### src/rtl/rf_pkg.sv
// Shared constants and helpers for the scoreboarded integer register file.
package rf_pkg;

  localparam int unsigned DATA_N_DEF = 32;
  localparam int unsigned SIZE_DEF   = 32;
  localparam int unsigned REG_ZERO   = 0;

  // Low bit of field k in a packed vector of equal-width fields.
  function automatic int unsigned slice_lo(input int unsigned k, input int unsigned width);
    return k * width;
  endfunction

endpackage

### src/rtl/rf_scoreboard.sv
// Per-register pending bits with flush > issue-set > write-clear priority, plus a popcount.
module rf_scoreboard
  import rf_pkg::*;
#(
  parameter int unsigned SIZE   = SIZE_DEF,
  parameter int unsigned ADDR_W = $clog2(SIZE)
) (
  input  logic              clk,
  input  logic              rst_n,
  input  logic              wr_en,
  input  logic [ADDR_W-1:0] w_addr,
  input  logic              issue_en,
  input  logic [ADDR_W-1:0] issue_addr,
  input  logic              flush,
  output logic [SIZE-1:0]   pend,
  output logic [ADDR_W:0]   pend_cnt
);

  logic [SIZE-1:0] r_pend;
  logic [SIZE-1:0] w_pend_d;
  logic [ADDR_W:0] w_cnt;

  always_comb begin
    w_pend_d = r_pend;
    if (flush) begin
      w_pend_d = '0;
    end else begin
      // Set applied after clear so a new producer supersedes the retiring one.
      if (wr_en) w_pend_d[w_addr] = 1'b0;
      if (issue_en) w_pend_d[issue_addr] = 1'b1;
    end
    w_pend_d[REG_ZERO] = 1'b0;
  end

  always_ff @(posedge clk or negedge rst_n) begin
    if (!rst_n) begin
      r_pend <= '0;
    end else begin
      r_pend <= w_pend_d;
    end
  end

  always_comb begin
    w_cnt = '0;
    for (int i = 0; i < int'(SIZE); i++) begin
      w_cnt = w_cnt + (ADDR_W+1)'(r_pend[i]);
    end
  end

  assign pend     = r_pend;
  assign pend_cnt = w_cnt;

endmodule

### src/rtl/register_file_sb.sv
// Integer register file: NUM_RD combinational read ports, one write port, optional
// write-to-read bypass, scoreboard busy flags and a non-bypassed debug read port.
module register_file_sb
  import rf_pkg::*;
#(
  parameter int unsigned DATA_N = DATA_N_DEF,
  parameter int unsigned SIZE   = SIZE_DEF,
  parameter int unsigned ADDR_W = $clog2(SIZE),
  parameter int unsigned NUM_RD = 2,
  parameter bit          BYPASS = 1'b1
) (
  input  logic                     clk,
  input  logic                     rst_n,
  input  logic                     wr_en,
  input  logic [ADDR_W-1:0]        w_addr,
  input  logic [DATA_N-1:0]        w_data,
  input  logic                     issue_en,
  input  logic [ADDR_W-1:0]        issue_addr,
  input  logic                     flush,
  input  logic [NUM_RD*ADDR_W-1:0] rd_addr,
  output logic [NUM_RD*DATA_N-1:0] rd_data,
  output logic [NUM_RD-1:0]        rd_busy,
  input  logic [ADDR_W-1:0]        dbg_addr,
  output logic [DATA_N-1:0]        dbg_data,
  output logic [ADDR_W:0]          pend_cnt
);

  logic [DATA_N-1:0] r_regs [SIZE];
  logic [SIZE-1:0]   w_pend;
  logic              w_wr_ok;

  assign w_wr_ok = wr_en && (w_addr != ADDR_W'(REG_ZERO));

  // Entry 0 is never written, so it holds its reset value of zero.
  always_ff @(posedge clk or negedge rst_n) begin
    if (!rst_n) begin
      for (int i = 0; i < int'(SIZE); i++) begin
        r_regs[i] <= '0;
      end
    end else if (w_wr_ok) begin
      r_regs[w_addr] <= w_data;
    end
  end

  rf_scoreboard #(
    .SIZE   (SIZE),
    .ADDR_W (ADDR_W)
  ) u_scoreboard (
    .clk        (clk),
    .rst_n      (rst_n),
    .wr_en      (wr_en),
    .w_addr     (w_addr),
    .issue_en   (issue_en),
    .issue_addr (issue_addr),
    .flush      (flush),
    .pend       (w_pend),
    .pend_cnt   (pend_cnt)
  );

  for (genvar k = 0; k < int'(NUM_RD); k++) begin : g_rd
    logic [ADDR_W-1:0] w_ra;
    logic              w_fwd;

    assign w_ra  = rd_addr[slice_lo(k, ADDR_W) +: ADDR_W];
    assign w_fwd = BYPASS && w_wr_ok && (w_addr == w_ra);

    assign rd_data[slice_lo(k, DATA_N) +: DATA_N] = w_fwd ? w_data : r_regs[w_ra];
    assign rd_busy[k] = w_pend[w_ra] && !w_fwd;
  end

  assign dbg_data = r_regs[dbg_addr];

endmodule

### config.mk
export PLATFORM = sky130hd
export DESIGN_NAME = register_file_sb
export DESIGN_NICKNAME = d
export VERILOG_FILES = /design/src/rtl/rf_pkg.sv /design/src/rtl/rf_scoreboard.sv /design/src/rtl/register_file_sb.sv
export SDC_FILE = /design/constraint.sdc
export NUM_CORES = 2
export LEC_CHECK = 0
export ABC_AREA = 0
export CORE_MARGIN = 2
export CORE_UTILIZATION = 41
export CTS_CLUSTER_DIAMETER = 50
export DETAILED_ROUTE_END_ITERATION = 10
export PLACE_DENSITY_LB_ADDON = 0.2
export SLEW_MARGIN = 20
export SYNTH_ARGS = -nofsm -noshare
export SYNTH_HDL_FRONTEND = slang
export SYNTH_SLANG_ARGS = --single-unit
### constraint.sdc
create_clock -name clk -period 14.6 [get_ports clk]
set_input_delay 4.38 -clock clk [delete_from_list [all_inputs] [get_ports clk]]
set_output_delay 4.38 -clock clk [all_outputs]
set_load 0.02 [all_outputs]
[After elaboration in Yosys (flattened, before gate mapping)]
Index checks and enable logic that the tools add are counted.
Cells by class
  bitwise gates (word level): 7
  mux-type cells: 26
  eq/ne operators: 2
  magnitude comparators: 11
  add/sub/neg operators: 30
  reduce and logical (&&, ||, !) cells: 11
Operators with widths (count)
  $bwmux 1024: 1
  $bmux 32 s5: 3
  $mux 32: 13
  $add 6x1->6: 29
  $demux 32 s5: 1
  $and 32x32->32: 1
  $not 32->32: 1
  $or 32x32->32: 1
  $ge 6x6->1 const B: 4
  $lt 5x6->1 const B: 4
  $not 5->6: 4
  $bmux 1 s5: 2
  $demux 1 s5: 2
  $eq 5x5->1: 2
  $ge 5x1->1 const B: 2
  $logic_and 1x1->1: 8
  $lt 6x1->1 const B: 1
  $reduce_bool 5->1: 1
  $mux 1: 4
  $add 1x1->2: 1
  $logic_not 1->1: 2
Word-level totals
  flip-flop bits (word level): 1055
  bits of input ports: 62
  word-level logic and storage cells: 120

[Logic depth before layout (Yosys ltp)]
  depth in word-level cells: 30
  depth in mapped cells: 16

[By module]
A second synthesis with hierarchy kept.
Unflattened totals
  cells, all modules: 4399
  area total of the unflattened synthesis: 64729.6 um2
By module, submodules not included
  register_file_sb: instances 1, cells each 4166, area an instance 62416.1 um2
  rf_scoreboard: instances 1, cells each 233, area an instance 2313.5 um2

[Least setup slack after synthesis]
No wires, ideal clock.
  kind: input to output
  start point: input port dbg_addr[0]
  end point: output port dbg_data[10]
  cell stages on the path: 5
  required time: 10220 ps
  arrival time: 6370 ps
  setup slack: 3850 ps
  buffers on the path: 2
  path through: buf_2 clkbuf_1 mux4_2 mux4_2 mux2_2
On the way
  word-level cells in the longest chain between the ends: 4
Ends and longest elaborated chain
  from (decl): RTL line register_file_sb.sv:23  | input logic [ADDR_W-1:0] dbg_addr,
  $not 5->6 (not written as such): RTL line register_file_sb.sv:71  | assign dbg_data = r_regs[dbg_addr];
  $bmux 32 s5: RTL line register_file_sb.sv:71
  $mux 32 (not written as such) (2 in series): RTL line register_file_sb.sv:71
  to (decl): RTL line register_file_sb.sv:24  | output logic [DATA_N-1:0] dbg_data,
Every way passes these cells. The select of a mux whose other input is x is not followed.

[Final worst setup path]
  start point: input port rd_addr[3]
  end point: output port rd_data[31]
On the way
  word-level cells in the longest chain between the ends: 5
  elaborated cells on any way between the ends: 7
  those cells by class: 1 x eq/ne; 4 x mux; 1 x bitwise; 1 x reduce/logical
Ends and longest elaborated chain
  from (decl): RTL line register_file_sb.sv:20  | input logic [NUM_RD*ADDR_W-1:0] rd_addr,
  $not 5->6 (not written as such): RTL line register_file_sb.sv:67  | assign rd_data[slice_lo(k, DATA_N) +: DATA_N] = w_fwd ? w_data : r_regs[w_ra];
  $bmux 32 s5: RTL line register_file_sb.sv:67
  $mux 32 (not written as such) (2 in series): RTL line register_file_sb.sv:67
  $mux 32 (*): RTL line register_file_sb.sv:67
  to (decl): RTL line register_file_sb.sv:21  | output logic [NUM_RD*DATA_N-1:0] rd_data,
Every way passes the cells marked *; elsewhere a longest branch is shown, timed or not. The select of a mux whose other input is x is not followed.

==> results.json <==
{
  "ir_drop_uv": 128,
  "clock_sinks": 1055,
  "antenna_found_initial": 4,
  "hold_depth": 0,
  "vias_per_cell": 6.70,
  "slew_viol_final": 0,
  "gp_congestion": 0.819,
  "insertion_delay_ns": 0.76,
  "finalCriticalPeriod_ns": 13.09,
  "min_to": "r_regs[1022]$_DFFE_PN0P_",
  "synthFlopType": "dfrtp_1",
  "ios": 166,
  "r2r-end": "u_scoreboard.pend[30]$_DFF_PN0_",
  "seq_power_share_pct": 39.8,
  "nets": 4178,
  "netlist_area_sq_um": 63900,
  "cts_resized": 0,
  "p_total_mw": 9.96,
  "grt_pass1_wl_mm": 309,
  "vias": 41900,
  "synth_edf_count": 0,
  "path_clk_slew_ns": 0.05,
  "path_max_fanout": 31,
  "wl_per_cell_um": 34.1,
  "yosys_warnings": 0,
  "ys_seq_area_share_pct": 41.3,
  "cts_tree": "built",
  "regToRegStartpoint": "u_scoreboard.pend[30]$_DFF_PN0_",
  "clock_power_share_pct": 37.2,
  "setup_violations": 0,
  "hold_class": "flop to flop",
  "syn_nets": 4257,
  "hp-start": "r_regs[1022]$_DFFE_PN0P_",
  "dieArea_sq_um": 159000,
  "grt_use_total_pct": 27.0,
  "power.leakage_nw": 29.6,
  "fillers": 13300,
  "rrSetupSlack_ns": 13.64,
  "synth.distinct_cells": 45,
  "hold_viol": 0,
  "drtAntennaViolNets": 0,
  "worst-setup-path-type": "input port to output pin",
  "start_util_pct": 41.4,
  "worst_setup_path_start_kind": "input port",
  "cts_root_buffer": "clkbuf_16",
  "p_switching_mw": 2.79,
  "die_x_um": 399,
  "reg2regPathDepth": 3,
  "yosys-top-cells-area": "dfrtp_1 41%, mux4_2 30%, mux2_2 18%",
  "ys_seq_elements": 1055,
  "grt_max_degree": 155,
  "die_h_um": 399,
  "status": "finished clean",
  "power.density_nw_per_um2": 138,
  "synth_top_area_share_pct": 41.3,
  "fin_crit_sh_pct": 89.7,
  "ctsHoldBuffers": 0,
  "place.port_buffers": 165,
  "drive_gt1_share_pct": 54.5,
  "intPower_mw": 7.17,
  "num_rows": 144,
  "fmax_ghz": 0.0764,
  "async_flop_share_pct": 100,
  "rsz0062_at_grt": "false",
  "core_area_sq_um": 154000,
  "areaGrowthSynthToFinish_pct": 13.0,
  "htreeDepth": 4,
  "switching_share_pct": 28.0,
  "cts_buffer_depth": 3,
  "synthTopCellsByCount": "1055 x dfrtp_1, 1025 x mux2_2, 846 x mux4_2, 253 x clkbuf_1, 248 x o22ai_1",
  "postSynthAreaPerCell_sq_um": 15.4,
  "maxCapViolCount": 0,
  "fin_skew_ns": 0,
  "endpoint_kind": "output pin",
  "critical_path.startpoint": "rd_addr[3]",
  "timing.slew.headroom_pct": 20.3,
  "critPathRequiredTime_ns": 10.22,
  "post_cts_buffers": 0,
  "crit_arrival_ns": 8.71,
  "drtIter0Drc": 4473,
  "wl_mm": 213,
  "yosysMostFrequentCell": "dfrtp_1",
  "dp_hpwl_mm": 115,
  "drcViolationCount": 0,
  "syn_inst": 4163,
  "fin_setup_tns_ns": 0,
  "worst_slew_pin_slew_ns": 1.20,
  "gr-total-overflow": 0,
  "yosysTopAreaCell": "dfrtp_1",
  "p_comb_share_pct": 23.0,
  "firstDrtPassIters": 6,
  "grt_pass1_vias": 41900,
  "numCtsBuffers": 143
}
[metrics by stage]
step	worst slack (ns)	utilization [%]	hold WS (ns)	instances	area, sq um
after floorplan	3.85	-	0.458	4163	63900
after global placement	1.61	43.6	0.393	5983	67300
after detailed placement	1.64	43.6	0.402	5983	67300
after CTS	1.64	46.8	0.415	6245	72300
after global routing	1.46	46.8	0.430	6246	72200
final	1.51	46.8	0.413	6248	72200
[power groups by stage]
stage | clock network (mW) | registers (mW) | logic (mW)
2_1_floorplan | 0 | 3.83 | 1.72
3_3_place_gp | 0 | 3.96 | 2.28
3_5_place_dp | 0 | 3.99 | 2.30
4_1_cts | 3.76 | 3.94 | 2.31
5_1_grt | 3.90 | 4.04 | 2.42
6_report | 3.70 | 3.96 | 2.29
[worst max path at each step]
stage	to
floorplan	dbg_data[10]
global placement	rd_data[1]
global route	rd_data[1]
detailed placement	rd_data[1]
finish	rd_data[31]
CTS	rd_data[1]
[sequential cells by signal, summed over array words and instances (netlist names)]
register and cells:
r_regs 1024, u_scoreboard.pend 31
[routing by layer]
| metal | part of all wire [%] | track usage (%) | vias up |
|---|---|---|---|
| met5 | 0.070 | 0.605 | - |
| met1 | 42 | 37.9 | 23000 |
| li1 | - | - | 16600 |
| met4 | 3.7 | 9.73 | 5 |
| met3 | 8.2 | 6.18 | 403 |
| met2 | 46 | 41.3 | 1939 |
[cells in the final DEF (no fill, tap or decap), types with 17 or more instances in the layout]
master / n
clkbuf_8: 29
clkbuf_1: 29
clkdlybuf4s50_1: 139
buf_12: 21
nor2_1: 35
dfrtp_1: 1055
mux4_2: 846
mux2_2: 1025
buf_4: 92
a22oi_1: 17
fa_1: 23
o21ai_0: 72
o22ai_1: 248
inv_1: 45
nand2_4: 18
clkbuf_16: 152
or4_1: 62
nand2_1: 82
[kinds of logic (layout without fill, tap and decap cells)]
kind of cell               Yosys count  after routing  synth area share, %
AOI/OAI and AO/OA                  370            370                 3.56
xor gates and xnor gates            13             13                0.178
adders and majority gates           32             32                0.897
buffers and inverters              547            585                 3.84
DFF                               1055           1055                 41.3
muxes                             1887           1887                 48.1
other                                0              3                    0
and+or+nand+nor                    259            259                 2.09
[critical path, stage by stage]
cell and delay, ns:
clkdlybuf4s50_1 0.80, clkinv_1 0.49, nand3b_1 0.21, buf_4 0.67, o22ai_1 0.18, or4_1 0.42, o21ai_0 0.75, clkdlybuf4s50_1 0.78
[area by class of cell]
cell class                 count  area, sq um  share of cell area [%]
multi-input combinational   2561        35400                    49.0
sequential                  1055        26400                    36.5
clock buffer                 210         4310                    5.97
timing repair buffer         276         2700                    3.74
tap                         2044         2560                    3.54
clock inverter                52          711                   0.984
inverter                      47          176                   0.244
antenna                        3         7.51                  0.0104
Power figures use the tool's default switching activity.
